### config.mk
export PLATFORM = sky130hd
export DESIGN_NAME = axi4l_times_table_reader
export DESIGN_NICKNAME = d
export VERILOG_FILES = /design/src/rtl/axi4l_times_table_reader.sv
export SDC_FILE = /design/constraint.sdc
export NUM_CORES = 1
export LEC_CHECK = 0
export CORE_MARGIN = 2
export CORE_UTILIZATION = 34
export DETAILED_ROUTE_END_ITERATION = 12
export GPL_TIMING_DRIVEN = 0
export HOLD_SLACK_MARGIN = 0.1
export PLACE_DENSITY = 0.86
export REMOVE_ABC_BUFFERS = 1
export SYNTH_ARGS = -nofsm -noshare
export SYNTH_HDL_FRONTEND = slang
export SYNTH_SLANG_ARGS = --single-unit
### constraint.sdc
create_clock -name clk -period 4.02 [get_ports clk]
set_input_delay 0.402 -clock clk [delete_from_list [all_inputs] [get_ports clk]]
set_output_delay 0.402 -clock clk [all_outputs]
set_load 0.01 [all_outputs]
### src/rtl/axi4l_times_table_reader.sv
// ============================================================================
// axi4l_times_table_reader : one-entry-buffered AXI4-Lite read sequencer for
// the 8x8 times-table BRAM. Rev 1.0
// ============================================================================
`default_nettype none

module axi4l_times_table_reader #(
  parameter int ADDR_W = 32,
  parameter int DATA_W = 32
) (
  input  logic              clk,
  input  logic              rst_n,
  input  logic              req_valid,
  output logic              req_ready,
  input  logic [2:0]        a,
  input  logic [2:0]        b,
  output logic              done,
  output logic [5:0]        result,
  output logic              err,
  output logic              busy,
  output logic [ADDR_W-1:0] m_axi_araddr,
  output logic              m_axi_arvalid,
  input  logic              m_axi_arready,
  input  logic [DATA_W-1:0] m_axi_rdata,
  input  logic [1:0]        m_axi_rresp,
  input  logic              m_axi_rvalid,
  output logic              m_axi_rready,
  output logic [ADDR_W-1:0] m_axi_awaddr,
  output logic              m_axi_awvalid,
  output logic [DATA_W-1:0] m_axi_wdata,
  output logic [3:0]        m_axi_wstrb,
  output logic              m_axi_wvalid,
  output logic              m_axi_bready
);

  typedef enum logic [1:0] {
    IDLE = 2'd0,
    AR   = 2'd1,
    R    = 2'd2
  } state_t;

  state_t             state_q, state_d;
  logic               pend_full_q, pend_full_d;
  logic [2:0]         pend_a_q, pend_a_d;
  logic [2:0]         pend_b_q, pend_b_d;
  logic               req_ready_q, req_ready_d;
  logic [ADDR_W-1:0]  araddr_q, araddr_d;
  logic               arvalid_q, arvalid_d;
  logic               rready_q, rready_d;
  logic               done_q, done_d;
  logic [5:0]         result_q, result_d;
  logic               err_q, err_d;
  logic               accept;
  logic               launch_direct;
  logic               unused_rdata;

  // Word address of table entry (x,y): ((x*8)+y)*4.
  function automatic logic [ADDR_W-1:0] word_addr(input logic [2:0] x, input logic [2:0] y);
    return {{(ADDR_W-8){1'b0}}, x, y, 2'b00};
  endfunction

  assign accept        = req_valid & req_ready_q;
  // An idle sequencer with nothing buffered issues the new request straight away.
  assign launch_direct = (state_q == IDLE) & ~pend_full_q & accept;

  always_comb begin
    state_d     = state_q;
    pend_full_d = pend_full_q;
    pend_a_d    = pend_a_q;
    pend_b_d    = pend_b_q;
    araddr_d    = araddr_q;
    arvalid_d   = arvalid_q;
    rready_d    = rready_q;
    done_d      = 1'b0;
    result_d    = result_q;
    err_d       = err_q;

    if (accept && !launch_direct) begin
      pend_full_d = 1'b1;
      pend_a_d    = a;
      pend_b_d    = b;
    end

    case (state_q)
      IDLE: begin
        if (pend_full_q) begin
          araddr_d    = word_addr(pend_a_q, pend_b_q);
          arvalid_d   = 1'b1;
          state_d     = AR;
          pend_full_d = accept;
        end else if (launch_direct) begin
          araddr_d  = word_addr(a, b);
          arvalid_d = 1'b1;
          state_d   = AR;
        end
      end
      AR: begin
        if (m_axi_arready) begin
          arvalid_d = 1'b0;
          rready_d  = 1'b1;
          state_d   = R;
        end
      end
      R: begin
        if (m_axi_rvalid) begin
          result_d = m_axi_rdata[5:0];
          err_d    = (m_axi_rresp != 2'b00);
          done_d   = 1'b1;
          rready_d = 1'b0;
          state_d  = IDLE;
        end
      end
      default: begin
        arvalid_d = 1'b0;
        rready_d  = 1'b0;
        state_d   = IDLE;
      end
    endcase

    req_ready_d = ~pend_full_d;
  end

  always_ff @(posedge clk or negedge rst_n) begin
    if (!rst_n) begin
      state_q     <= IDLE;
      pend_full_q <= 1'b0;
      pend_a_q    <= 3'd0;
      pend_b_q    <= 3'd0;
      req_ready_q <= 1'b0;
      araddr_q    <= '0;
      arvalid_q   <= 1'b0;
      rready_q    <= 1'b0;
      done_q      <= 1'b0;
      result_q    <= 6'd0;
      err_q       <= 1'b0;
    end else begin
      state_q     <= state_d;
      pend_full_q <= pend_full_d;
      pend_a_q    <= pend_a_d;
      pend_b_q    <= pend_b_d;
      req_ready_q <= req_ready_d;
      araddr_q    <= araddr_d;
      arvalid_q   <= arvalid_d;
      rready_q    <= rready_d;
      done_q      <= done_d;
      result_q    <= result_d;
      err_q       <= err_d;
    end
  end

  assign req_ready     = req_ready_q;
  assign done          = done_q;
  assign result        = result_q;
  assign err           = err_q;
  assign busy          = (state_q != IDLE) | pend_full_q;
  assign m_axi_araddr  = araddr_q;
  assign m_axi_arvalid = arvalid_q;
  assign m_axi_rready  = rready_q;

  // Only the product bits of the read word are meaningful.
  assign unused_rdata  = ^m_axi_rdata[DATA_W-1:6];

  assign m_axi_awaddr  = '0;
  assign m_axi_awvalid = 1'b0;
  assign m_axi_wdata   = '0;
  assign m_axi_wstrb   = 4'b0000;
  assign m_axi_wvalid  = 1'b0;
  assign m_axi_bready  = 1'b0;

endmodule

`default_nettype wire

# Word level (Yosys, flattened, before mapping)
# Cells that the tools add are included.
# word_totals
register_bits	52
input_bits	45
output_inout_bits	115
wordCells	54
# op_classes
eq_ne	5
muxes	19
bitwise_logic	8
n_reduce_logical	11
# ops
op	n
$mux W32	2
$mux W1	10
$reduce_and A3 Y1	3
$mux W2	4
$pmux W1 S3	2
$pmux W2 S3	1
$reduce_bool A2 Y1	3
$ne A2 B2 Y1 const B	2
$not A1 Y1	4
$reduce_and A2 Y1	2
$and A1 B1 Y1	3
$ne A3 B3 Y1 const B	1
$eq A2 B1 Y1 const B	1
$eq A2 B2 Y1 const B	1
$logic_not A2 Y1	1
$logic_and A1 B1 Y1	1
$logic_not A1 Y1	1
$or A1 B1 Y1	1

# Longest topological paths before layout
# logic_depth
ltp_word	9
ltp_mapped	4
ltp_nobuf	3

# Worst setup path after synthesis
# OpenSTA, ideal clock, no wires.
# synth_path
kind	register -> register
start	reg pend_full_q
end	reg pend_a_q[0]
setup_ns	0.125
arrival_ns	1.356
required_time_ns	3.895
setup_slack_ns	2.539
stages_incl_launch_ff	5
path_buffers	1
period_less_slack_ns	1.481
cell_sequence	dfrtp_1 -> buf_6 -> or3_4 -> nand3_4 -> mux2_4
# synth_between
elab_chain_len	5
# synth_lines
element	line_no	source
start: declaration	43	logic pend_full_q, pend_full_d;
start signal: assignment	138	pend_full_q <= pend_full_d;
$not A1 Y1	64	assign launch_direct = (state_q == IDLE) & ~pend_full_q & accept;
$and A1 B1 Y1 (2 in series)	64	
$logic_not A1 Y1	78	if (accept && !launch_direct) begin
$logic_and A1 B1 Y1	78	
end signal: assignment	139	pend_a_q <= pend_a_d;
end: declaration	44	logic [2:0] pend_a_q, pend_a_d;
# Every way passes these cells.
# A chain may end at the register's enable or synchronous reset.

# Worst setup path in the final report
# layout_path
start	reg pend_full_q
end	out busy
# layout_between
elab_chain_len	1
# layout_lines
element	line_no	source
$or A1 B1 Y1	155	assign busy = (state_q != IDLE) | pend_full_q;
end: declaration	20	output logic busy,
# Every way passes these cells.

==> results.toml <==
[die]
start_util_pct = 35.6
core_um2 = 5170
die_h_um = 77.6
die-width_um = 77.6
die_area_um2 = 6030
num_rows = 26
pin_count = 160

[synthesis]
ys_ff_latch = 26
synth_area_um2 = 1840
syn_avg_cell_area_um2 = 10.6
synth-compound-area-share_pct = 2.72
syn_inst = 174
synth_mux_area_share_pct = 15.9
yosysUniqueCellTypes = 18
yosys.area_share.simple_pct = 4.89
synthXorXnorAreaFrac_pct = 0
ys_seq_area_share_pct = 35.3
synth_top_family_by_area = "buffers and inverters"
yosysWarningCount = 0
synth_adder_area_share_pct = 0

[finish]
nets = 256
area_delta_synth_final_pct = 6.04
drive_above_1_share_pct = 15.2
fin_util_pct = 37.8
final_common_cell = "conb_1"
fin_cells = 280
antennaDiodeCount = 0
mostFrequentLayoutCells = "conb_1, clkdlybuf4s50_1, dfrtp_1"

[critical_path]
rr_endpoint = "pend_a_q[1]$_DFFE_PN0P_"
end_kind = "primary output"
start_kind = "flip-flop"
worst_ep_arrival_time_ns = 1.72
worst-path-max-fanout = 9
rrSetupSlack_ns = 2.45
crit_type = "reg2out"
cp-startpoint = "pend_full_q$_DFF_PN0_"
r2r-start = "pend_full_q$_DFF_PN0_"
required_ns = 3.62
reg2regPathDepth = 3
endpoint = "busy"

[routing]
dr_wl_met3_um = 231
detail-route-antenna-nets = 0
num_vias = 968
highest_layer = "met4"
via_per_inst = 3.46
detailedRoute.firstPassIterationCount = 4
drcViolationCount = 0
wirelength_um = 2610
wl_per_cell_um = 9.31
m1WireLength_um = 929
dr_wl_met2_um = 1400
drtIter0Drc = 19

[grt]
track_usage_pct = 7.98
grt_pass1_vias = 792
grt_overflow = 0
antenna_found_initial = 0
grt_pass1_wl_um = 3800
grt_start_max_net_pins = 27

[sta]
relSlewSlack_pct = 23.7
finalMaxSlewViolations = 0
grt_setup_unrepaired = "no"
clock_skew_ns = 0.00665
fmax_ghz = 0.472
hold_viol = 0
fin_tns_setup_ns = 0
finalCriticalPeriod_ns = 2.12
worst_slew_pin_slew_ns = 1.14
hold_slack_ns = 0.497
setup_ws_ns = 1.90
min_period_over_period_pct = 52.7
setup_violations = 0

[power]
power_density_nw_per_um2 = 639
leakage_nw = 0.986
vdd_drop_max_mv = 0.217

[outcome]
status = "complete, no violations"

[clock_tree]
cts_setup_buffers = 0
ctsHoldBuffers = 0
h-tree-depth = 1
cts_max_path_buffers = 2
clkTransAtPathRegs_ns = 0.09
cts.sinks = 26
cts_resized = 0
cts.root.buffer_cell = "clkbuf_8"
clk_latency_ns = 0.27
cts_tree = "yes"
cts_buffers = 3

[placed_design]
dp_hpwl_um = 2060
place_inst = 276
place_ws_ns = 2.06
place_congestion = 0.655
io_buffers = 36

[run]
maxCapViolCount = 0

[min_path]
hold_depth = 1
hold_class = "reg2reg"
area by class of cell:
class | instances | area, um^2
clock buffers | 4 | 55.1
repair buffers | 36 | 360
multi-input cells | 143 | 797
inverters | 1 | 3.75
well taps | 70 | 87.6
fillers | 515 | 3220
flip-flops and latches | 26 | 651
how the worst min path moves through the flow:
stage,from,to,slack [ns]
after floorplan,rst_n,done$_DFF_PN0_,0.11
after global placement,m_axi_arvalid$_DFFE_PN0P_,m_axi_arvalid$_DFFE_PN0P_,0.46
after detailed placement,m_axi_arvalid$_DFFE_PN0P_,m_axi_arvalid$_DFFE_PN0P_,0.48
after CTS,m_axi_arvalid$_DFFE_PN0P_,m_axi_arvalid$_DFFE_PN0P_,0.51
after global routing,result[0]$_DFFE_PN0P_,result[0]$_DFFE_PN0P_,0.52
final,m_axi_arvalid$_DFFE_PN0P_,m_axi_arvalid$_DFFE_PN0P_,0.50
through the flow:
step / instance area, um^2 / power (mW)
detailed placement: 1900 / 1.10
floorplan: 1450 / 0.836
CTS: 1950 / 1.27
global route: 1950 / 1.34
global placement: 1900 / 1.08
finish: 1950 / 1.25
cells by family (layout without fill, tap and decap cells):
family,after synthesis,count (layout)
buf+inv,101,41
simple gates,13,13
flops,26,26
mux,24,24
compound gates,9,9
other cells,1,97
worst max-delay path, cell delays in order, from the launching register on:
cell	delay, ns
dfrtp_1	0.52
or3_4	0.46
clkdlybuf4s50_1	0.48
registers in the layout (all words and copies together) (netlist names), 2 cells and up:
name	cells
pend_b_q	3
m_axi_araddr	6
state_q	2
pend_a_q	3
result	6
power breakdown:
part / switching [mW] / internal, mW
Combinational: 0.232 / 0.363
Clock: 0.0775 / 0.0874
Sequential: 0.0974 / 0.392
Total: 0.407 / 0.843
layer usage:
layer,vias up,global-route usage [%]
li1,438,-
met1,463,9.28
met2,63,13.7
met3,4,1.63
met4,0,4.29
met5,-,0
cells in the mapped netlist:
library cell	number	area share, %
mux2_2	18	11
or3_4	1	0.61
mux2_4	6	4.9
conb_1	1	0.20
nand3b_1	1	0.41
nor2_1	3	0.61
buf_6	1	0.61
o21ai_0	5	1.4
a21oi_1	2	0.54
nand2_1	5	1.0
a21o_1	2	0.81
inv_1	1	0.20
buf_2	1	0.27
dfrtp_1	26	35
and2_2	1	0.41
buf_4	98	40
nand3_4	1	0.95
nor3_4	1	0.88
Power figures use the tool's default switching activity.
